--- config.mk ---
export PLATFORM = sky130hd
export DESIGN_NAME = delayed_operand_stage_flat
export DESIGN_NICKNAME = d
export VERILOG_FILES = /design/src/rtl/delayed_operand_stage_pkg.sv /design/src/rtl/delayed_operand_stage_if.sv /design/src/rtl/delayed_operand_stage_bypass_mux.sv /design/src/rtl/delayed_operand_stage.sv /design/src/flat_wrapper.sv
export SDC_FILE = /design/constraint.sdc
export NUM_CORES = 1
export LEC_CHECK = 0
export ABC_AREA = 1
export BUFFER_PORTS_ARGS = -buffer_cell sky130_fd_sc_hd__buf_2
export CAP_MARGIN = 25
export CELL_PAD_IN_SITES_DETAIL_PLACEMENT = 0
export CELL_PAD_IN_SITES_GLOBAL_PLACEMENT = 1
export CORE_ASPECT_RATIO = 0.6
export CORE_MARGIN = 2
export CORE_UTILIZATION = 28
export DETAILED_ROUTE_END_ITERATION = 12
export PLACE_DENSITY_LB_ADDON = 0.1
export SYNTH_ARGS = -nofsm -noshare
export SYNTH_HDL_FRONTEND = slang
export SYNTH_HIERARCHICAL = 1
export SYNTH_SLANG_ARGS = --single-unit
--- constraint.sdc ---
create_clock -name clk -period 4.6 [get_ports clk]
set_input_delay 0.46 -clock clk [delete_from_list [all_inputs] [get_ports clk]]
set_output_delay 0.46 -clock clk [all_outputs]
set_load 0.01 [all_outputs]
--- src/rtl/delayed_operand_stage_pkg.sv ---
// cpu_defs: shared types for the delayed-operand stage (fwd ports, exec bundle, FSM states).
package cpu_defs;
    localparam int XLEN = 32;
    typedef struct packed {
        logic            we;
        logic [4:0]      waddr;
        logic [XLEN-1:0] wdata;
    } fwd_port_t;
    typedef struct packed {
        logic       delayed_exec;
        logic [3:0] op;
        logic [4:0] rd;
    } decoded_t;
    typedef struct packed {
        decoded_t             decoded;
        logic [XLEN-1:0]      pc;
        logic [1:0][XLEN-1:0] delayed_reg;
    } pipeline_exec_t;
    typedef enum logic [1:0] {EMPTY, WAIT, HOLD} delayed_operand_state_t;
endpackage

--- src/rtl/delayed_operand_stage_if.sv ---
// delayed_operand_stage_if: upstream/forwarding/downstream signals of the delayed-operand stage.
interface delayed_operand_stage_if import cpu_defs::*; #(parameter int FWD_PORTS = 2);
    logic                      flush;
    logic                      stall;
    logic                      in_valid;
    pipeline_exec_t            data_in;
    logic [1:0][4:0]           src_addr;
    logic [1:0]                src_ready;
    fwd_port_t [FWD_PORTS-1:0] fwd;
    logic                      out_valid;
    pipeline_exec_t            data_out;
    logic                      stall_req;
    logic [31:0]               wait_cycles;
    modport master (
        output flush, stall, in_valid, data_in, src_addr, src_ready, fwd,
        input  out_valid, data_out, stall_req, wait_cycles
    );
    modport slave (
        input  flush, stall, in_valid, data_in, src_addr, src_ready, fwd,
        output out_valid, data_out, stall_req, wait_cycles
    );
endinterface

--- src/rtl/delayed_operand_stage_bypass_mux.sv ---
// delayed_bypass_mux: priority select of one operand over the writeback ports; register 0 never hits.
module delayed_bypass_mux import cpu_defs::*; #(parameter int FWD_PORTS = 2) (
    input  logic [4:0]                addr,
    input  fwd_port_t [FWD_PORTS-1:0] fwd,
    output logic                      zero,
    output logic                      hit,
    output logic [XLEN-1:0]           wdata
);
    assign zero = addr == 5'd0;
    always_comb begin
        hit   = 1'b0;
        wdata = '0;
        // ascending scan so the youngest (highest-index) port overrides
        for (int p = 0; p < FWD_PORTS; p++)
            if (fwd[p].we && fwd[p].waddr == addr && !zero) begin
                hit   = 1'b1;
                wdata = fwd[p].wdata;
            end
    end
endmodule

--- src/rtl/delayed_operand_stage.sv ---
// delayed_operand_stage: holds one delayed-exec instruction until both operands are resolved.
// Optional DELAYED_OPERAND_PERF_EN adds a saturating WAIT-cycle counter on wait_cycles.
module delayed_operand_stage import cpu_defs::*; #(parameter int FWD_PORTS = 2) (
    input logic                   clk,
    input logic                   rst_n,
    delayed_operand_stage_if.slave bus
);
    delayed_operand_state_t state, state_n;
    pipeline_exec_t         entry, entry_n;
    logic [1:0]             rdy, rdy_n;
    logic [1:0][4:0]        addr_q, addr_n, sel_addr;
    logic [1:0]             zero, hit;
    logic [1:0][XLEN-1:0]   wdata;
    logic                   cap;

    // the stored addresses are only watched while waiting; otherwise the incoming ones
    assign sel_addr = (state == WAIT) ? addr_q : bus.src_addr;

    for (genvar i = 0; i < 2; i++) begin : g_mux
        delayed_bypass_mux #(.FWD_PORTS(FWD_PORTS)) u_mux (
            .addr  (sel_addr[i]),
            .fwd   (bus.fwd),
            .zero  (zero[i]),
            .hit   (hit[i]),
            .wdata (wdata[i])
        );
    end

    assign bus.out_valid = state == HOLD;
    assign bus.stall_req = state == WAIT;
    assign cap = bus.in_valid && !bus.stall && !bus.stall_req && !bus.flush;

    always_comb begin
        state_n = state;
        entry_n = entry;
        rdy_n   = rdy;
        addr_n  = addr_q;
        if (bus.flush) begin
            state_n = EMPTY;
            rdy_n   = '0;
        end else if (cap) begin
            entry_n = bus.data_in;
            addr_n  = bus.src_addr;
            for (int i = 0; i < 2; i++) begin
                entry_n.delayed_reg[i] = zero[i] ? '0 : bus.src_ready[i] ? bus.data_in.delayed_reg[i] : wdata[i];
                rdy_n[i] = zero[i] || bus.src_ready[i] || hit[i];
            end
            state_n = &rdy_n ? HOLD : WAIT;
        end else if (state == WAIT) begin
            for (int i = 0; i < 2; i++)
                if (!rdy[i] && hit[i]) begin
                    entry_n.delayed_reg[i] = wdata[i];
                    rdy_n[i] = 1'b1;
                end
            state_n = &rdy_n ? HOLD : WAIT;
        end else if (state == HOLD && !bus.stall) begin
            state_n = EMPTY;
            rdy_n   = '0;
        end
    end

    always_ff @(posedge clk or negedge rst_n) begin
        if (!rst_n) begin
            state  <= EMPTY;
            entry  <= '0;
            rdy    <= '0;
            addr_q <= '0;
        end else begin
            state  <= state_n;
            entry  <= entry_n;
            rdy    <= rdy_n;
            addr_q <= addr_n;
        end
    end

    always_comb begin
        bus.data_out = entry;
        bus.data_out.decoded.delayed_exec = bus.out_valid;
    end

`ifdef DELAYED_OPERAND_PERF_EN
    logic [31:0] wait_cnt;
    always_ff @(posedge clk or negedge rst_n) begin
        if (!rst_n) wait_cnt <= '0;
        else if (state == WAIT && wait_cnt != '1) wait_cnt <= wait_cnt + 32'd1;
    end
    assign bus.wait_cycles = wait_cnt;
`else
    assign bus.wait_cycles = '0;
`endif
endmodule

--- src/flat_wrapper.sv ---
// flat-port wrapper written by rule: the top's interface ports become plain ports
module delayed_operand_stage_flat import cpu_defs::*;
#(parameter int FWD_PORTS = 2)
  (clk, rst_n, bus_flush, bus_stall, bus_in_valid, bus_data_in, bus_src_addr, bus_src_ready, bus_fwd, bus_out_valid, bus_data_out, bus_stall_req, bus_wait_cycles);
  delayed_operand_stage_if #(.FWD_PORTS(FWD_PORTS)) bus_i ();
  input logic clk;
  input logic rst_n;
  input wire logic [$bits(bus_i.flush)-1:0] bus_flush;
  input wire logic [$bits(bus_i.stall)-1:0] bus_stall;
  input wire logic [$bits(bus_i.in_valid)-1:0] bus_in_valid;
  input wire logic [$bits(bus_i.data_in)-1:0] bus_data_in;
  input wire logic [$bits(bus_i.src_addr)-1:0] bus_src_addr;
  input wire logic [$bits(bus_i.src_ready)-1:0] bus_src_ready;
  input wire logic [$bits(bus_i.fwd)-1:0] bus_fwd;
  output wire logic [$bits(bus_i.out_valid)-1:0] bus_out_valid;
  output wire logic [$bits(bus_i.data_out)-1:0] bus_data_out;
  output wire logic [$bits(bus_i.stall_req)-1:0] bus_stall_req;
  output wire logic [$bits(bus_i.wait_cycles)-1:0] bus_wait_cycles;
  assign bus_i.flush = bus_flush;
  assign bus_i.stall = bus_stall;
  assign bus_i.in_valid = bus_in_valid;
  assign bus_i.data_in = bus_data_in;
  assign bus_i.src_addr = bus_src_addr;
  assign bus_i.src_ready = bus_src_ready;
  assign bus_i.fwd = bus_fwd;
  assign bus_out_valid = bus_i.out_valid;
  assign bus_data_out = bus_i.data_out;
  assign bus_stall_req = bus_i.stall_req;
  assign bus_wait_cycles = bus_i.wait_cycles;
  delayed_operand_stage #(.FWD_PORTS(FWD_PORTS)) u_core (.clk(clk), .rst_n(rst_n), .bus(bus_i));
endmodule
== Word level (Yosys, flattened, before mapping) ==
Index checks and enable logic that the tools add are counted.
W data, S select, Z words.

* Reduce and logical (&&, ||, !) cells: 36
* Muxes and demuxes: 34
* Equality and inequality tests: 6
* Bitwise gates (word level): 1

{| class="wikitable"
|+ Operators with widths
! operator !! number
|-
| $mux W32 || 10
|-
| $mux W64 || 2
|-
| $eq A5 B5 Y1 || 4
|-
| $mux W2 || 9
|-
| $logic_and A1 B1 Y1 || 14
|-
| $mux W1 || 12
|-
| $logic_not A5 Y1 || 2
|-
| $mux W10 || 1
|-
| $logic_not A1 Y1 || 7
|-
| $reduce_and A2 Y1 || 3
|-
| $reduce_and A3 Y1 || 2
|-
| $reduce_bool A2 Y1 || 3
|-
| $logic_or A1 B1 Y1 || 4
|-
| $reduce_bool A4 Y1 || 1
|-
| $eq A2 B1 Y1 const B || 1
|-
| $eq A2 B2 Y1 const B || 1
|-
| $not A1 Y1 || 1
|}

* Register bits after elaboration: 119
* Logic and storage cells: 86

== Logic depth before layout (Yosys ltp) ==
Gate-level depths: netlist of run 1.

* Word-level depth: 17
* Gate-level depth with buffers: 21
* Mapped depth without buffers: 19

== Modules after synthesis ==
Netlist of run 1, hierarchy kept.

{| class="wikitable"
|+ By module, submodules not included
! module !! sequential area each (um2) !! area an instance (um2) !! times used !! cells each
|-
| delayed_operand_stage || 2977.9 || 6779.0 || 1 || 1021
|-
| delayed_bypass_mux || 0.0 || 997.2 || 2 || 166
|}

== Worst setup path before layout of run 1 ==
OpenSTA, ideal clock, no wires.

* Path type: reg-to-reg
* Start point: reg u_core.state[1]
* End point: reg u_core.entry (netlist bit u_core/bus.data_out[0])
* Path buffers: 3
* Arrival: 2.575 ns
* Data required time: 4.535 ns
* Stages on the path, launching flop included: 17
* Slack: 1.960 ns
* Path through: dfrtp_1 -> nor2_4 -> clkbuf_1 -> o21ai_0 -> xnor2_1 -> nand2_1 -> nor2_4 -> nand2_4 -> buf_6 -> o21ai_0 -> inv_1 -> o21ai_1 -> nand3_2 -> inv_2 -> buf_2 -> nand2_1 -> nand2_1

{| class="wikitable"
|+ RTL lines
! item !! RTL line !! RTL
|-
| start, declared || delayed_operand_stage.sv:8 || <nowiki>delayed_operand_state_t state, state_n;</nowiki>
|-
| start signal, assigned || delayed_operand_stage.sv:69 || <nowiki>state <= state_n;</nowiki>
|-
| end signal, assigned || delayed_operand_stage.sv:70 || <nowiki>entry <= entry_n;</nowiki>
|-
| end, declared || delayed_operand_stage.sv:9 || <nowiki>pipeline_exec_t entry, entry_n;</nowiki>
|}

==> results of run 1 <==
## state kept, by name (all words and copies together) (netlist names)
| signal | cells |
|---|---|
| u_core/addr_q | 10 |
| u_core/bus.data_out | 105 |
| u_core/rdy | 2 |
| u_core/state | 2 |
## final timing paths
path,startpoint,to,slack [ns],cells after the start
setup / recovery,u_core/state[1],u_core/bus.data_out[36],1.08,14
hold / removal,rst_n,u_core/addr_q[1],0.12,1
setup reg to reg,u_core/state[1],u_core/bus.data_out[36],1.08,14
hold reg to reg,u_core/bus.data_out[103],u_core/bus.data_out[103],0.46,2
max in group asynchronous,rst_n,u_core/bus.data_out[8],3.45,2
min in group clk,bus_data_in[64],u_core/bus.data_out[64],0.22,3
## report_power, final
part	switching [uW]	total, uW	internal (uW)
Sequential	63.7	1230	1170
Clock	567	1490	927
Combinational	490	753	263
## layer usage
layer	vias up	wire [um]	global-route usage, %
met5	-	27	0
met4	4	389	4.93
met3	28	1980	5.22
met2	223	15100	31.9
met1	4182	17500	31.0
li1	4641	-	-
## logic make-up after synthesis
group / share of synthesized area (%)
AOI/OAI and AO/OA: 5.02
DFF: 33.9
other: 0.0427
buffers and inverters: 12.0
and+or+nand+nor: 48.8
xor gates and xnor gates: 0.200
## worst max-delay path, cell delays in order (launching register included)
cell and delay [ns]:
dfrtp_1 0.45, nor2_4 0.51, o21ai_0 0.39, nand2_1 0.15, nand2_1 0.07, nor2_2 0.11
nand2_2 0.09, o21ai_0 0.18, inv_1 0.09, o21ai_1 0.17, nand3_2 0.07, buf_4 0.28
inv_2 0.60, nand2_1 0.16, nand2_1 0.08
## area by class of cell
class | instances | area, um2
sequential | 119 | 2980
inverter | 54 | 203
fill | 3478 | 20100
clock inverter | 13 | 194
multi-input combinational | 1093 | 4870
timing repair buffer | 320 | 1680
antenna | 6 | 15.0
clock buffer | 19 | 443
tap | 416 | 520
## synthesized netlist by cell type
library cell	instances
a21oi_1	64
buf_12	6
buf_2	43
buf_4	40
buf_6	14
clkbuf_1	15
clkinv_1	2
conb_1	1
dfrtp_1	119
inv_1	35
inv_2	17
nand2_1	790
nand2_2	7
nand2_4	2
nand3_1	75
nand3_2	64
nand3b_1	2
nand4_1	4
nor2_1	13
nor2_2	6
nor2_4	6
nor2_8	2
o21ai_0	22
o21ai_1	2
xnor2_1	2
## placed cells by master, fill, tap and decap left out, drive strengths merged
cell,Yosys,routed
a21oi,64,64
buf,103,320
bufinv,0,4
clkbuf,15,19
clkinv,2,4
clkinvlp,0,4
conb,1,32
dfrtp,119,119
diode,0,6
inv,52,55
nand2,799,799
nand3,139,139
nand3b,2,2
nand4,4,4
nor2,27,27
o21ai,24,24
xnor2,2,2
## per-stage QoR
step | utilization [%] | worst slack (ns) | hold WS (ns) | total power (uW)
floorplan | - | 1.96 | 0.164 | 1690
global route | 35.1 | 0.700 | 0.178 | 3680
CTS | 35.1 | 1.07 | 0.155 | 3540
global placement | 32.9 | 1.08 | 0.450 | 2000
detailed placement | 33.0 | 1.08 | 0.453 | 2010
finish | 35.1 | 1.08 | 0.124 | 3480
==> flow_metrics.tcl, run 1 <==
set metrics [dict create \
    clk_path_buf_depth 2 \
    netlist.area_leader.share_pct 33.9 \
    slew_headroom_pct 35.5 \
    cap_violations 0 \
    setup_violations 0 \
    worst_hold_path_type "primary input to asynchronous set/reset pin" \
    start_util_pct 28.3 \
    vias 9078 \
    postRouteAntennaNets 0 \
    max_freq_ghz 0.284 \
    finalNetCount 1804 \
    hold_violations 0 \
    overflow 0 \
    wl_um 35000 \
    fin_tns_setup_ns 0 \
    die_h_um 141 \
    cts_resized 0 \
    seq_area_frac_synth_pct 33.9 \
    stdcell_count 2040 \
    pin_count 339 \
    slew_viol_final 0 \
    port_buffers 305 \
    drive_above_1_share_pct 28.2 \
    stdcell_area_um2 10900 \
    yosys.area.top_type "dfrtp_1" \
    cts_tree "yes" \
    coreArea_um2 31000 \
    dr.pass1.iters 6 \
    rsz0062_at_grt "false" \
    critical_path_class "register to register" \
    synth_area_leaders "dfrtp_1 (34%), nand2_1 (34%), nand3_2 (7.3%)" \
    die-area_um2 32800 \
    drtIter0Drc 650 \
    drc_errors 0 \
    worstPathMaxFanout 33 \
    peakVddDrop_v 0.000213 \
    post_cts_buffers 0 \
    worstPathRequired_ns 4.98 \
    place_congestion 0.821 \
    finClkSkew_ns 0.0115 \
    p_leak_uw 0.00631 \
    crit_path_end_kind "register" \
    syn_inst 1353 \
    synthesis.area_um2 8770 \
    dp_hpwl_um 24000 \
    cts.sinks 119 \
    rows 50 \
    crit_arrival_ns 3.89 \
    routedWlPerCell_um 17.2 \
    die_w_um 233 \
    grt_pass1_vias 8637 \
    area_growth_pct 24.3 \
    tightest_slew_ns 0.967 \
    ys_types 25 \
    path_clk_slew_ns 0.06 \
    dpl-instance-area_um2 10300 \
    yosysWarnings 6 \
    fin_crit_ns 3.52 \
    powerDensity_nw_per_um2 319 \
    cts_hold_buf 0 \
    grt_pass1_wl_um 53200 \
    syn_avg_cell_area_um2 6.48 \
    placedCellCount 2002 \
    cts_buffers 17 \
    status "finished clean" \
    grt_max_degree 89 \
    startpoint_type "register" \
    fin_crit_sh_pct 76.4 \
    antenna_found_initial 8 \
    grt_usage_pct 21.4 \
    synth_seq_cells 119 \
    clk_latency_ns 0.44 \
    viasPerCell 4.45 \
    cts-htree-levels 4 \
    clockRootBuffer "clkbuf_16" \
]
Power figures use the tool's default switching activity.
==> run 2, diff against run 1 <==
clock period = 3.39 ns   (was 4.6 ns; I/O delays follow)
==> flow_metrics.tcl, run 2 (synthesized netlist as in run 1, its figures left out) <==
set metrics [dict create \
    coreArea_um2 31000 \
    largest_reg_flops 105 \
    final_core_util_pct 35.8 \
    tightest_slew_ns 0.933 \
    cp_common_cell "inv_2" \
    drtIter0Drc 677 \
    worst_hold_path_type "primary input to asynchronous set/reset pin" \
    setup_violations 0 \
    crit_path_end_kind "register" \
    peakVddDrop_v 0.000310 \
    finClkSkew_ns 0.0123 \
    max_freq_ghz 0.326 \
    path_delay_family "simple AND/OR/NAND/NOR gates" \
    crit_chain "inv_2, nor2_4, o21ai_0, nor2_1, nand3_2, inv_2, nor2_4, nand2_4, o21ai_0, inv_1, o21ai_1, nand3_2, inv_2, buf_4, nand2_1, nand2_1" \
    vias 9276 \
    cts_buffers 17 \
    start_util_pct 28.3 \
    port_buffers 305 \
    cap_violations 0 \
    die_h_um 141 \
    whs_ns -0.0142 \
    worstPathRequired_ns 3.77 \
    dr.pass1.iters 5 \
    die_w_um 233 \
    drive_above_1_share_pct 28.8 \
    slowest_stage "o21ai_0" \
    rows 50 \
    clk_latency_ns 0.44 \
    grt_max_degree 89 \
    die-area_um2 32800 \
    fin_tns_setup_ns 0 \
    dpl-instance-area_um2 10500 \
    routedWlPerCell_um 17.4 \
    wl_um 35800 \
    cts.sinks 119 \
    final_cell_mix "nand2_1 (790), buf_2 (304), dfrtp_1 (119)" \
    clk_path_buf_depth 2 \
    drc_errors 0 \
    clockRootBuffer "clkbuf_16" \
    rsz0062_at_grt "false" \
    fin_crit_sh_pct 90.4 \
    viasPerCell 4.52 \
    grt_pass1_vias 8761 \
    status "finished with violations" \
    stdcell_area_um2 11100 \
    dp_hpwl_um 25200 \
    startpoint_type "register" \
    fin_crit_ns 3.06 \
    place_congestion 0.795 \
    crit_arrival_ns 3.45 \
    cts_hold_buf 0 \
    area_growth_pct 26.5 \
    cts_resized 0 \
    grt_usage_pct 21.9 \
    antenna_found_initial 8 \
    crit_buf_inv 5 \
    slew_headroom_pct 37.8 \
    post_cts_buffers 0 \
    path_clk_slew_ns 0.07 \
    powerDensity_nw_per_um2 424 \
    cts-htree-levels 4 \
    grt_pass1_wl_um 54200 \
    violations "negative hold slack" \
    pin_count 339 \
    p_leak_uw 0.00640 \
    finalNetCount 1819 \
    worstPathMaxFanout 20 \
    layout_commonest_cell "nand2_1" \
    slew_viol_final 0 \
    critical_path_class "register to register" \
    hold_violations 2 \
    postRouteAntennaNets 0 \
    overflow 0 \
    cts_tree "yes" \
    cpPeakStageDelay_ns 0.60 \
]
[run 2: report_power, final]
part / leakage [uW] / total [uW] / internal (uW) / switching [uW]
clock network: 0.000291 / 1980 / 1210 / 774
logic: 0.00454 / 1060 / 379 / 678
registers: 0.00157 / 1680 / 1590 / 88.7
[run 2: worst paths after layout]
check,start,to,slack (ns),depth (start not counted)
min in group clk,bus_data_in[72],u_core/bus.data_out[72],0.09,3
max in group asynchronous,rst_n,u_core/bus.data_out[81],2.56,2
worst max-delay path,u_core/state[0],u_core/bus.data_out[43],0.33,16
worst min-delay path,rst_n,u_core/addr_q[1],-0.01,1
worst min register to register,u_core/bus.data_out[78],u_core/bus.data_out[78],0.46,2
worst max register to register,u_core/state[0],u_core/bus.data_out[43],0.33,16
[run 2: through the flow]
| step | setup WS, ns | instances | power, uW | hold slack (ns) |
|---|---|---|---|---|
| after detailed placement | 0.249 | 2016 | 2760 | 0.453 |
| final | 0.325 | 2054 | 4710 | -0.0142 |
| after CTS | 0.205 | 2048 | 4790 | 0.0195 |
| after floorplan | 0.750 | 1384 | 2290 | 0.0434 |
| after global routing | 0.0334 | 2052 | 4980 | 0.0423 |
| after global placement | 0.276 | 2016 | 2760 | 0.449 |
[run 2: final cells by class]
cell class / instances / area [um2]
clock buffer: 20 / 457
sequential: 119 / 2980
antenna: 5 / 12.5
tap: 416 / 520
clock inverter: 12 / 164
multi-input combinational: 1094 / 4880
timing repair buffer: 334 / 1890
inverter: 54 / 203
fill: 3536 / 19900
[run 2: metal layers]
metal,wire length [um],part of all wire [%],up-vias,track usage (%)
met4,257,0.72,4,4.19
met2,15400,43,226,32.3
met3,2030,5.7,19,5.16
li1,-,-,4671,-
met1,18100,51,4356,32.4
met5,27,0.075,-,0
==> run 3, diff against run 2 <==
ABC_AREA = not set   (was 1)
==> flow_metrics.tcl, run 3 <==
set metrics [dict create \
    status "finished clean" \
    cts.sinks 119 \
    slew_viol_final 0 \
    place_ws_ns 0.0516 \
    postRouteAntennaNets 0 \
    clockRootBuffer "clkbuf_16" \
    setup_violations 0 \
    dp_hpwl_um 19600 \
    final_cell_mix "buf_2 (304), mux2_2 (121), dfrtp_1 (119)" \
    wl_um 27400 \
    power.total_uw 4560 \
    rr_worst_depth 11 \
    synth-async-reset-ratio_pct 100 \
    syn_inst 624 \
    synth-edff-count 0 \
    die-area_um2 28500 \
    crit_path_end_kind "register" \
    routedWlPerCell_um 21.2 \
    drive_above_1_share_pct 59.6 \
    cts_tree "yes" \
    drtIter0Drc 433 \
    ys.flop_type "dfrtp_1" \
    area_growth_pct 32.2 \
    r2r-end "u_core/bus.data_out[59]" \
    dr.pass1.iters 4 \
    worstPathRequired_ns 3.70 \
    synth_area_leaders "dfrtp_1 (39%), mux2_2 (18%), mux2_4 (11%)" \
    largest_reg_flops 105 \
    setup.worst_path.start "u_core/state[1]" \
    finalNetCount 1112 \
    layout_setup_ws_ns 0.140 \
    startpoint_type "register" \
    cts_buffers 17 \
    p_leak_uw 0.00504 \
    synth.top_cells.by_count "mux2_2 (121), dfrtp_1 (119), a22o_1 (64)" \
    yosys.area.top_type "dfrtp_1" \
    rows 46 \
    netlist.area_leader.share_pct 39.2 \
    slew_headroom_pct 46.5 \
    whs_ns 0.133 \
    grt_pass1_wl_um 41400 \
    syn_avg_cell_area_um2 12.2 \
    crit_arrival_ns 3.56 \
    worstPathMaxFanout 36 \
    tightest_slew_ns 0.803 \
    viasPerCell 4.82 \
    ys_types 40 \
    clk_path_buf_depth 2 \
    fin_crit_sh_pct 95.9 \
    drc_errors 0 \
    antenna_found_initial 10 \
    cap_violations 0 \
    layout_commonest_cell "buf_2" \
    die_w_um 217 \
    cts-htree-levels 4 \
    yosysWarnings 6 \
    place_congestion 0.810 \
    cp-endpoint "u_core/bus.data_out[59]" \
    fin_crit_ns 3.25 \
    grt_usage_pct 19.3 \
    finClkSkew_ns 0.00879 \
    grt_max_degree 101 \
    seq_area_frac_synth_pct 39.2 \
    hold_violations 0 \
    start_util_pct 28.7 \
    path_clk_slew_ns 0.06 \
    critical_path_class "register to register" \
    pin_count 339 \
    overflow 0 \
    post_cts_buffers 0 \
    die_h_um 132 \
    multi_input_area_um2 4160 \
    vias 6233 \
    rrSetupSlack_ns 0.14 \
    port_buffers 305 \
    max_freq_ghz 0.308 \
    clk_latency_ns 0.43 \
    peakVddDrop_v 0.000340 \
    r2r-start "u_core/state[1]" \
    synthesis.area_um2 7600 \
    worst_hold_path_type "primary input to register" \
    layout.area.seq_um2 2980 \
    nFillCells 2694 \
    synth_seq_cells 119 \
    yosysMostFrequentCell "mux2_2" \
    powerDensity_nw_per_um2 454 \
    coreArea_um2 26500 \
    grt_pass1_vias 6620 \
]
run 3: cell families (layout without fill, tap and decap cells):
logic type,after synthesis,after routing,synth area share (%)
AO/OA/AOI/OAI,81,81,8.92
XOR/XNOR,20,20,2.30
adder cells (fa/ha/maj),1,1,0.132
buffers and inverters,93,364,8.21
flip-flops,119,119,39.2
multiplexers,179,179,29.4
other,1,38,0.0493
AND/OR/NAND/NOR,130,130,11.8
run 3: routing by layer:
layer / routed length, um / up-vias / GRT usage, % / part of all wire, %
met1: 12600 / 3133 / 25.3 / 46
met4: 295 / 6 / 4.91 / 1.1
met2: 12200 / 217 / 29.3 / 44
met5: 33 / - / 0 / 0.12
li1: - / 2855 / - / -
met3: 2340 / 22 / 7.66 / 8.5
run 3: where the power goes:
part / switching (uW) / leakage [uW] / internal, uW
Clock: 704 / 0.000306 / 1240
Sequential: 89.7 / 0.00154 / 1600
Combinational: 473 / 0.00319 / 451
Total: 1270 / 0.00504 / 3290
run 3: cell type report:
cell class | count | share of cell area [%]
inverters | 4 | 0.174
flip-flops and latches | 119 | 29.6
repair buffers | 328 | 18.0
clock inverters | 13 | 1.78
clock buffers | 19 | 4.41
diodes | 6 | 0.149
multi-input cells | 443 | 41.4
well taps | 360 | 4.48
run 3: what timing repair did:
item,in CTS,in global routing
hold buffers,0,1
endpoints found under the hold margin,0,46
endpoints found under the setup margin,0,45
resized for setup,0,8
run 3: stage by stage:
| stage | instances | utilization, % | cell area [um2] | TNS (ns) |
|---|---|---|---|---|
| floorplan | 655 | - | 7720 | 0 |
| global placement | 1252 | 35.2 | 9350 | 0 |
| detailed placement | 1252 | 35.2 | 9350 | 0 |
| CTS | 1284 | 37.6 | 9970 | 0 |
| global route | 1288 | 37.8 | 10000 | -0.00612 |
| finish | 1292 | 37.9 | 10000 | 0 |
run 3: worst max-delay path: stages (launching register included):
cell and delay (ns):
dfrtp_1 0.40, nand2b_1 0.22, buf_6 0.19, nand2_1 0.07, nand2_1 0.11, or4_4 0.57, nor2_4 0.12, buf_12 0.25
nor2b_1 0.07, and4_2 0.50, a22o_1 0.34, mux2_2 0.26
run 3: worst min path at each step:
stage | start | end | slack, ns | cells after the start
after floorplan | rst_n | u_core/addr_q[0] | 0.04 | 0
after global placement | u_core/bus.data_out[83] | u_core/bus.data_out[83] | 0.48 | 1
after detailed placement | u_core/bus.data_out[17] | u_core/bus.data_out[17] | 0.49 | 1
after CTS | rst_n | u_core/bus.data_out[96] | 0.06 | 1
after global routing | bus_data_in[75] | u_core/bus.data_out[75] | 0.12 | 2
final | bus_data_in[83] | u_core/bus.data_out[83] | 0.13 | 2
